==> config.mk <==
export PLATFORM = sky130hd
export DESIGN_NAME = multiplicador_mac_sat
export DESIGN_NICKNAME = d
export VERILOG_FILES = /design/src/rtl/multiplicador_mac_sat.sv
export SDC_FILE = /design/constraint.sdc
export NUM_CORES = 2
export LEC_CHECK = 0
export CAP_MARGIN = 20
export CORE_AREA = 2 2 255 257
export DETAILED_ROUTE_END_ITERATION = 8
export DIE_AREA = 0 0 257 259
export GPL_ROUTABILITY_DRIVEN = 0
export MAX_ROUTING_LAYER = met4
export PLACE_DENSITY = 0.59
export SYNTH_ARGS = -nofsm -noshare
export SYNTH_HDL_FRONTEND = slang
export SYNTH_SLANG_ARGS = --single-unit
==> constraint.sdc <==
create_clock -name clk -period 3.9 [get_ports clk]
set_input_delay 0.585 -clock clk [delete_from_list [all_inputs] [get_ports clk]]
set_output_delay 0.585 -clock clk [all_outputs]
set_load 0.05 [all_outputs]
==> src/rtl/multiplicador_mac_sat.sv <==
// multiplicador_mac_sat
// Two-stage pipelined signed fixed-point multiply / multiply-accumulate unit
// with saturation to the true data range. Operands and result share the same
// Q format: 1 sign bit, MAG integer bits and PRES fraction bits.
//
// Ports
//   clk, rst_n          clock (rising edge), asynchronous active-low reset
//   a, b                signed operands
//   modo                0 = multiply, 1 = multiply-accumulate
//   clr_acc             MAC sample uses 0 instead of the accumulator
//   in_valid/in_ready   input handshake
//   y, y_valid/y_ready  saturated result and output handshake
//   ovf, unf            result saturated positive / negative (aligned with y)
//   sat_sticky          set by any flagged result, cleared by clr_sticky
//   clr_sticky          synchronous clear of sat_sticky (wins over a set)
module multiplicador_mac_sat #(
  parameter int LARGO    = 24,
  parameter int MAG      = 8,
  parameter int PRES     = 16,
  parameter int REDONDEO = 0
) (
  input  logic               clk,
  input  logic               rst_n,
  input  logic signed [LARGO:0] a,
  input  logic signed [LARGO:0] b,
  input  logic               modo,
  input  logic               clr_acc,
  input  logic               in_valid,
  output logic               in_ready,
  output logic signed [LARGO:0] y,
  output logic               y_valid,
  input  logic               y_ready,
  output logic               ovf,
  output logic               unf,
  output logic               sat_sticky,
  input  logic               clr_sticky
);

  localparam int W  = LARGO + 1;
  localparam int PW = 2 * W;

  if (LARGO != MAG + PRES) begin : g_bad_format
    $error("multiplicador_mac_sat: LARGO must equal MAG + PRES");
  end

  // Limits at the three widths used: scaled product, result, MAC sum.
  localparam logic signed [PW:0]    MAXF = {{(PW + 1 - LARGO){1'b0}}, {LARGO{1'b1}}};
  localparam logic signed [PW:0]    MINF = {{(PW + 1 - LARGO){1'b1}}, {LARGO{1'b0}}};
  localparam logic signed [LARGO:0] MAXW = {1'b0, {LARGO{1'b1}}};
  localparam logic signed [LARGO:0] MINW = {1'b1, {LARGO{1'b0}}};
  localparam logic signed [W:0]     MAXS = {2'b00, {LARGO{1'b1}}};
  localparam logic signed [W:0]     MINS = {2'b11, {LARGO{1'b0}}};
  localparam logic signed [PW:0]    RND  = (REDONDEO != 0) ? ((PW + 1)'(1) << (PRES - 1)) : '0;

  logic signed [PW-1:0] p1;
  logic                 m1, c1, v1, v2;
  logic signed [LARGO:0] acc;
  logic                 adv1, adv2;

  logic signed [PW:0]    p_ext, s_full;
  logic signed [LARGO:0] ms, base, r, nxt_y;
  logic signed [W:0]     sum;
  logic                  o1, u1, o2, u2, nxt_ovf, nxt_unf;

  assign adv2     = !v2 || y_ready;
  assign adv1     = !v1 || adv2;
  assign in_ready = adv1;
  assign y_valid  = v2;

  always_comb begin
    // One extra bit keeps the rounding add from wrapping at the extreme product.
    p_ext  = {p1[PW-1], p1} + RND;
    s_full = p_ext >>> PRES;

    o1 = 1'b0;
    u1 = 1'b0;
    if (s_full > MAXF) begin
      ms = MAXW;
      o1 = 1'b1;
    end else if (s_full < MINF) begin
      ms = MINW;
      u1 = 1'b1;
    end else begin
      ms = s_full[LARGO:0];
    end

    base = c1 ? '0 : acc;
    sum  = {base[LARGO], base} + {ms[LARGO], ms};
    o2 = 1'b0;
    u2 = 1'b0;
    if (sum > MAXS) begin
      r  = MAXW;
      o2 = 1'b1;
    end else if (sum < MINS) begin
      r  = MINW;
      u2 = 1'b1;
    end else begin
      r = sum[LARGO:0];
    end

    nxt_y   = m1 ? r : ms;
    nxt_ovf = o1 || (m1 && o2);
    nxt_unf = u1 || (m1 && u2);
  end

  always_ff @(posedge clk or negedge rst_n) begin
    if (!rst_n) begin
      p1 <= '0;
      m1 <= 1'b0;
      c1 <= 1'b0;
      v1 <= 1'b0;
    end else if (adv1) begin
      v1 <= in_valid;
      if (in_valid) begin
        // Sign-extend to full product width so the low PW bits are exact.
        p1 <= $signed({{W{a[LARGO]}}, a}) * $signed({{W{b[LARGO]}}, b});
        m1 <= modo;
        c1 <= clr_acc;
      end
    end
  end

  always_ff @(posedge clk or negedge rst_n) begin
    if (!rst_n) begin
      v2  <= 1'b0;
      y   <= '0;
      ovf <= 1'b0;
      unf <= 1'b0;
      acc <= '0;
    end else if (adv2) begin
      v2 <= v1;
      if (v1) begin
        y   <= nxt_y;
        ovf <= nxt_ovf;
        unf <= nxt_unf;
        if (m1) acc <= r;
      end
    end
  end

  always_ff @(posedge clk or negedge rst_n) begin
    if (!rst_n) begin
      sat_sticky <= 1'b0;
    end else if (clr_sticky) begin
      sat_sticky <= 1'b0;
    end else if (adv2 && v1 && (nxt_ovf || nxt_unf)) begin
      sat_sticky <= 1'b1;
    end
  end

endmodule
After elaboration in Yosys (flattened, before gate mapping)
Index checks and enable logic that the tools add are counted.
{"block": "totals", "input_bits": 57, "out_inout_bits": 30, "elab_cells": 45, "reg_bits": 107}
{"block": "op_classes", "n_addsub": 1, "mux": 14, "magnitude_cmp": 4, "n_reduce_logical": 15, "n_mul": 1}
{"cell": "$mux W25", "count": 6}
{"cell": "$mul A25 B25 Y50", "count": 1}
{"cell": "$gt A34 B25 Y1 const B", "count": 1}
{"cell": "$lt A34 B25 Y1 const B", "count": 1}
{"cell": "$add A25 B25 Y26", "count": 1}
{"cell": "$gt A26 B25 Y1 const B", "count": 1}
{"cell": "$lt A26 B25 Y1 const B", "count": 1}
{"cell": "$mux W1", "count": 8}
{"cell": "$logic_or A1 B1 Y1", "count": 5}
{"cell": "$logic_and A1 B1 Y1", "count": 4}
{"cell": "$reduce_and A2 Y1", "count": 2}
{"cell": "$reduce_and A3 Y1", "count": 1}
{"cell": "$logic_not A1 Y1", "count": 2}
{"cell": "$reduce_bool A2 Y1", "count": 1}

Depth between registers and ports, before layout
{"block": "logic_depth", "depth_word": 13, "mapped_depth": 28, "depth_no_buf": 26}

Least setup slack after synthesis
OpenSTA, ideal clock, no wires.
{"block": "synth_path", "path_kind": "input port to flip-flop", "from": "in a[24]", "to": "reg p1[46]", "setup_time_ns": 0.135, "path_stages": 24, "t_arrival_ns": 7.247, "t_required_ns": 3.765, "setup_slack_ns": -3.481, "n_path_buf": 2, "cell_sequence": "clkbuf_1 -> nand2_1 -> inv_1 -> fa_1 -> inv_1 -> fa_1 -> inv_1 -> fa_1 -> fa_1 -> fa_1 -> fa_1 -> fa_1 -> ha_1 -> clkbuf_1 -> a21o_1 -> a21o_1 -> a21o_1 -> nor2_1 -> o211ai_1 -> a21o_1 -> a21o_1 -> a221oi_1 -> xor2_1 -> o21ai_0"}
{"block": "synth_via", "elab_chain_len": 1}
{"element": "start: declaration", "line_no": "24", "text": "input logic signed [LARGO:0] a,"}
{"element": "$mul A25 B25 Y50", "line_no": "116", "text": "p1 <= $signed({{W{a[LARGO]}}, a}) * $signed({{W{b[LARGO]}}, b});"}
{"element": "end signal: assignment", "line_no": "116"}
{"element": "end: declaration", "line_no": "55", "text": "logic signed [PW-1:0] p1;"}
No other way between the ends.
A chain may end at the register's enable or synchronous reset.

Worst setup path in the final report
{"block": "layout_path", "from": "in b[2]", "to": "reg p1[49]"}
{"block": "layout_via", "elab_chain_len": 1}
{"element": "start: declaration", "line_no": "25", "text": "input logic signed [LARGO:0] b,"}
{"element": "$mul A25 B25 Y50", "line_no": "116"}
No other way between the ends.

==> metrics.txt <==
initial antenna violation count=1; Setup CP Type=in2reg; clock sinks=91; IO Port Bufs=86; mean post-synth cell area=9.21 um2; RR Endpoint=y[1]$_DFFE_PN0P_; hold buffer count at cts=0; post-route setup slack=-3.02 ns; Seq/Total Area, Yosys=0.0820; Rows=93; vias in the first global route=25747; Register Area=0.00228 mm2; met3 Usage GRT=0.0280; CTS Root Cell=clkbuf_16; fin crit period=6.92 ns; clock latency on the worst-skew pair=0.36 ns; crit path launch type=input pin; Post-DP Area=0.0332 mm2; die area=0.0666 mm2; DRC=0; Top-Level Pins=87; first-pass GRT wire length=134000 um; Regs by FF count=p1: 34 flops, acc: 25 flops, y: 25 flops; placed wire-length estimate=64300 um; largest net degree at the start of global routing=64; Synth Cell Area=0.0278 mm2; simple-gate share of the synthesized area=0.154; Max Clock Skew=0.0118 ns; Cell variety after synth=66; Area Growth Syn to Fin=34.7%; RR Startpoint=p1[40]$_DFFE_PN0P_; max FFs per register=34; status=finished, violations left; Stages on worst setup path=26; final cycle utilization of the critical path=1.78; die width=257 um; Data arrival, critical path=7.14 ns; grt met1 use=0.315; drt first-iter violations=1065; core area=0.0639 mm2; CP Launch Point=b[2]; via count=22707; Slowest cell on crit path=fa_2; Slew HR=0.332; share of cells above drive strength 1=0.313; Synth top area share=0.474; CP required=4.11 ns; GRT busiest layer=met2; DR WL/cell=18.2 um; Final setup viols=86; gr ovfl total=0; Post-Synth XOR/XNOR Area=0.0223; failing checks=negative setup slack; final WL=81200 um; vias per cell=5.09; Slew Limit Fails=0; Final ANT Viol Nets=0; Multi-input gate area=0.0244 mm2; Tot GR Track Use=0.261; #FFs+latches synth=91; Design Area, Final=0.0374 mm2; H-tree depth=3; Finished Core Util=0.586; most numerous cell in the Yosys netlist=inv_1; RSZ-0062 raised after global routing=true; post-synthesis mux area share=0.000811; synth cell count leaders=inv_1 (672), fa_1 (658), nand2_1 (402), and2_1 (303), ha_1 (163); slowest stage delay, CP=0.63 ns; crit path capture=p1[49]$_DFFE_PN0P_; max-cap viol count=0; cts bufs inserted=9; GR Util met2=0.464; Starting Density=0.435; buffers plus inverters on the worst setup path=7; worst hold path type=in2async; CP endpoint kind=flop; die height=259 um; Worst Path Max Fanout=5; synthesized-area fraction occupied by adder cells=0.552; first-pass iteration count of the detailed router=5; number of synthesized flops with an enable pin=0; Least-Margin Pin Slew=1.00 ns; Final Hold Violating Endpoints=0; largest family of logic cells by synthesized area=adder cells; clk buf depth=2; fin nets=4479; Worst R2R Setup Slack=-0.29 ns; Cells after Synth=3015; FILL cells=5365; post-synth top area cell=fa_1; FF-to-FF path depth=21; synth top area cells=fa_1 (47%), inv_1 (9.1%), dfrtp_1 (8.2%); asr flop ratio synth=1.00; Top reg by flops=p1; Synth Area in Compound Gates=0.0794; ys flop type=dfrtp_1; CTS clk-pin slew, worst paths=0.07 ns; CTS tree=done; Syn Nets=3893; Max Freq=144 MHz; crit-path leading delay family=adder cells; yosys warns=0
==> worst min path at each step <==
| stage | from | endpoint | slack, ns | cells past startpoint |
|---|---|---|---|---|
| floorplan | rst_n | acc[0]$_DFFE_PN0P_ | 0.29 | 0 |
| global placement | acc[6]$_DFFE_PN0P_ | acc[6]$_DFFE_PN0P_ | 0.46 | 1 |
| detailed placement | acc[7]$_DFFE_PN0P_ | acc[7]$_DFFE_PN0P_ | 0.46 | 1 |
| CTS | rst_n | y[5]$_DFFE_PN0P_ | 0.37 | 1 |
| global route | rst_n | y[6]$_DFFE_PN0P_ | 0.39 | 1 |
| finish | rst_n | acc[7]$_DFFE_PN0P_ | 0.30 | 1 |
==> metrics by stage <==
step	std cells	TNS, ns	hold slack (ns)	worst slack, ns
after global placement	4243	-139.31	0.458	-3.87
after CTS	4430	-97.76	0.373	-3.07
after floorplan	3015	-78.81	0.289	-3.01
after global routing	4461	-113.82	0.391	-3.19
after detailed placement	4243	-145.25	0.462	-3.92
final	4462	-101.96	0.300	-3.02
==> layer usage <==
layer	up-vias	wire, um
met1	11791	32500
li1	10183	-
met3	171	3670
met4	0	2550
met5	-	0
met2	562	42400
==> layout make-up <==
type	instances	area share
Timing Repair Buffer	716	0.182
Multi-Input combinational cell	2110	0.653
Sequential cell	91	0.0609
Tap cell	855	0.0286
Inverter	673	0.0676
Clock buffer	10	0.00612
Antenna cell	2	0.000134
Clock inverter	5	0.00147
==> layout by cell type, fill, tap and decap left out, drive strengths merged, types with 3 or more instances in the layout <==
cell type / synthesis / routed
a31oi: 16 / 16
a221oi: 7 / 7
a211oi: 9 / 9
nor2b: 35 / 35
nor3: 7 / 7
clkbuf: 136 / 23
xnor2: 45 / 45
fa: 658 / 658
clkdlybuf4s15: 0 / 4
nor4: 3 / 3
maj3: 11 / 11
o211ai: 26 / 26
o21a: 28 / 28
a221o: 4 / 4
nand2: 403 / 403
a21o: 37 / 37
o21bai: 3 / 3
a22o: 3 / 3
o21ai: 92 / 92
and3: 11 / 11
and2: 304 / 304
inv: 672 / 672
nor2: 58 / 58
nand4: 8 / 8
clkdlybuf4s50: 0 / 36
or3: 3 / 3
nand2b: 16 / 16
ha: 163 / 163
dlygate4sd2: 0 / 5
xor2: 25 / 25
clkinv: 1 / 3
dfrtp: 91 / 91
a21oi: 65 / 65
buf: 5 / 656
a22oi: 17 / 17
nand3: 14 / 14
o2111ai: 3 / 3
==> cell families after synthesis <==
group                    count (synthesis)
AO/OA/AOI/OAI                          337
buffers and inverters                  814
multiplexers                             2
adder cells (fa/ha/maj)                832
flip-flops                              91
AND/OR/NAND/NOR                        869
XOR/XNOR                                70
==> repair_timing <==
item                       4_1_cts  5_1_grt
gates resized for setup        615      250
setup endpoints to repair       87       87
cloned                           7        0
pin swaps                      308      218
setup buffers                  170       42
Power is left out: the tool's default activity adds up to more than one toggle a clock period on the data nets, which glitch-free logic cannot reach.
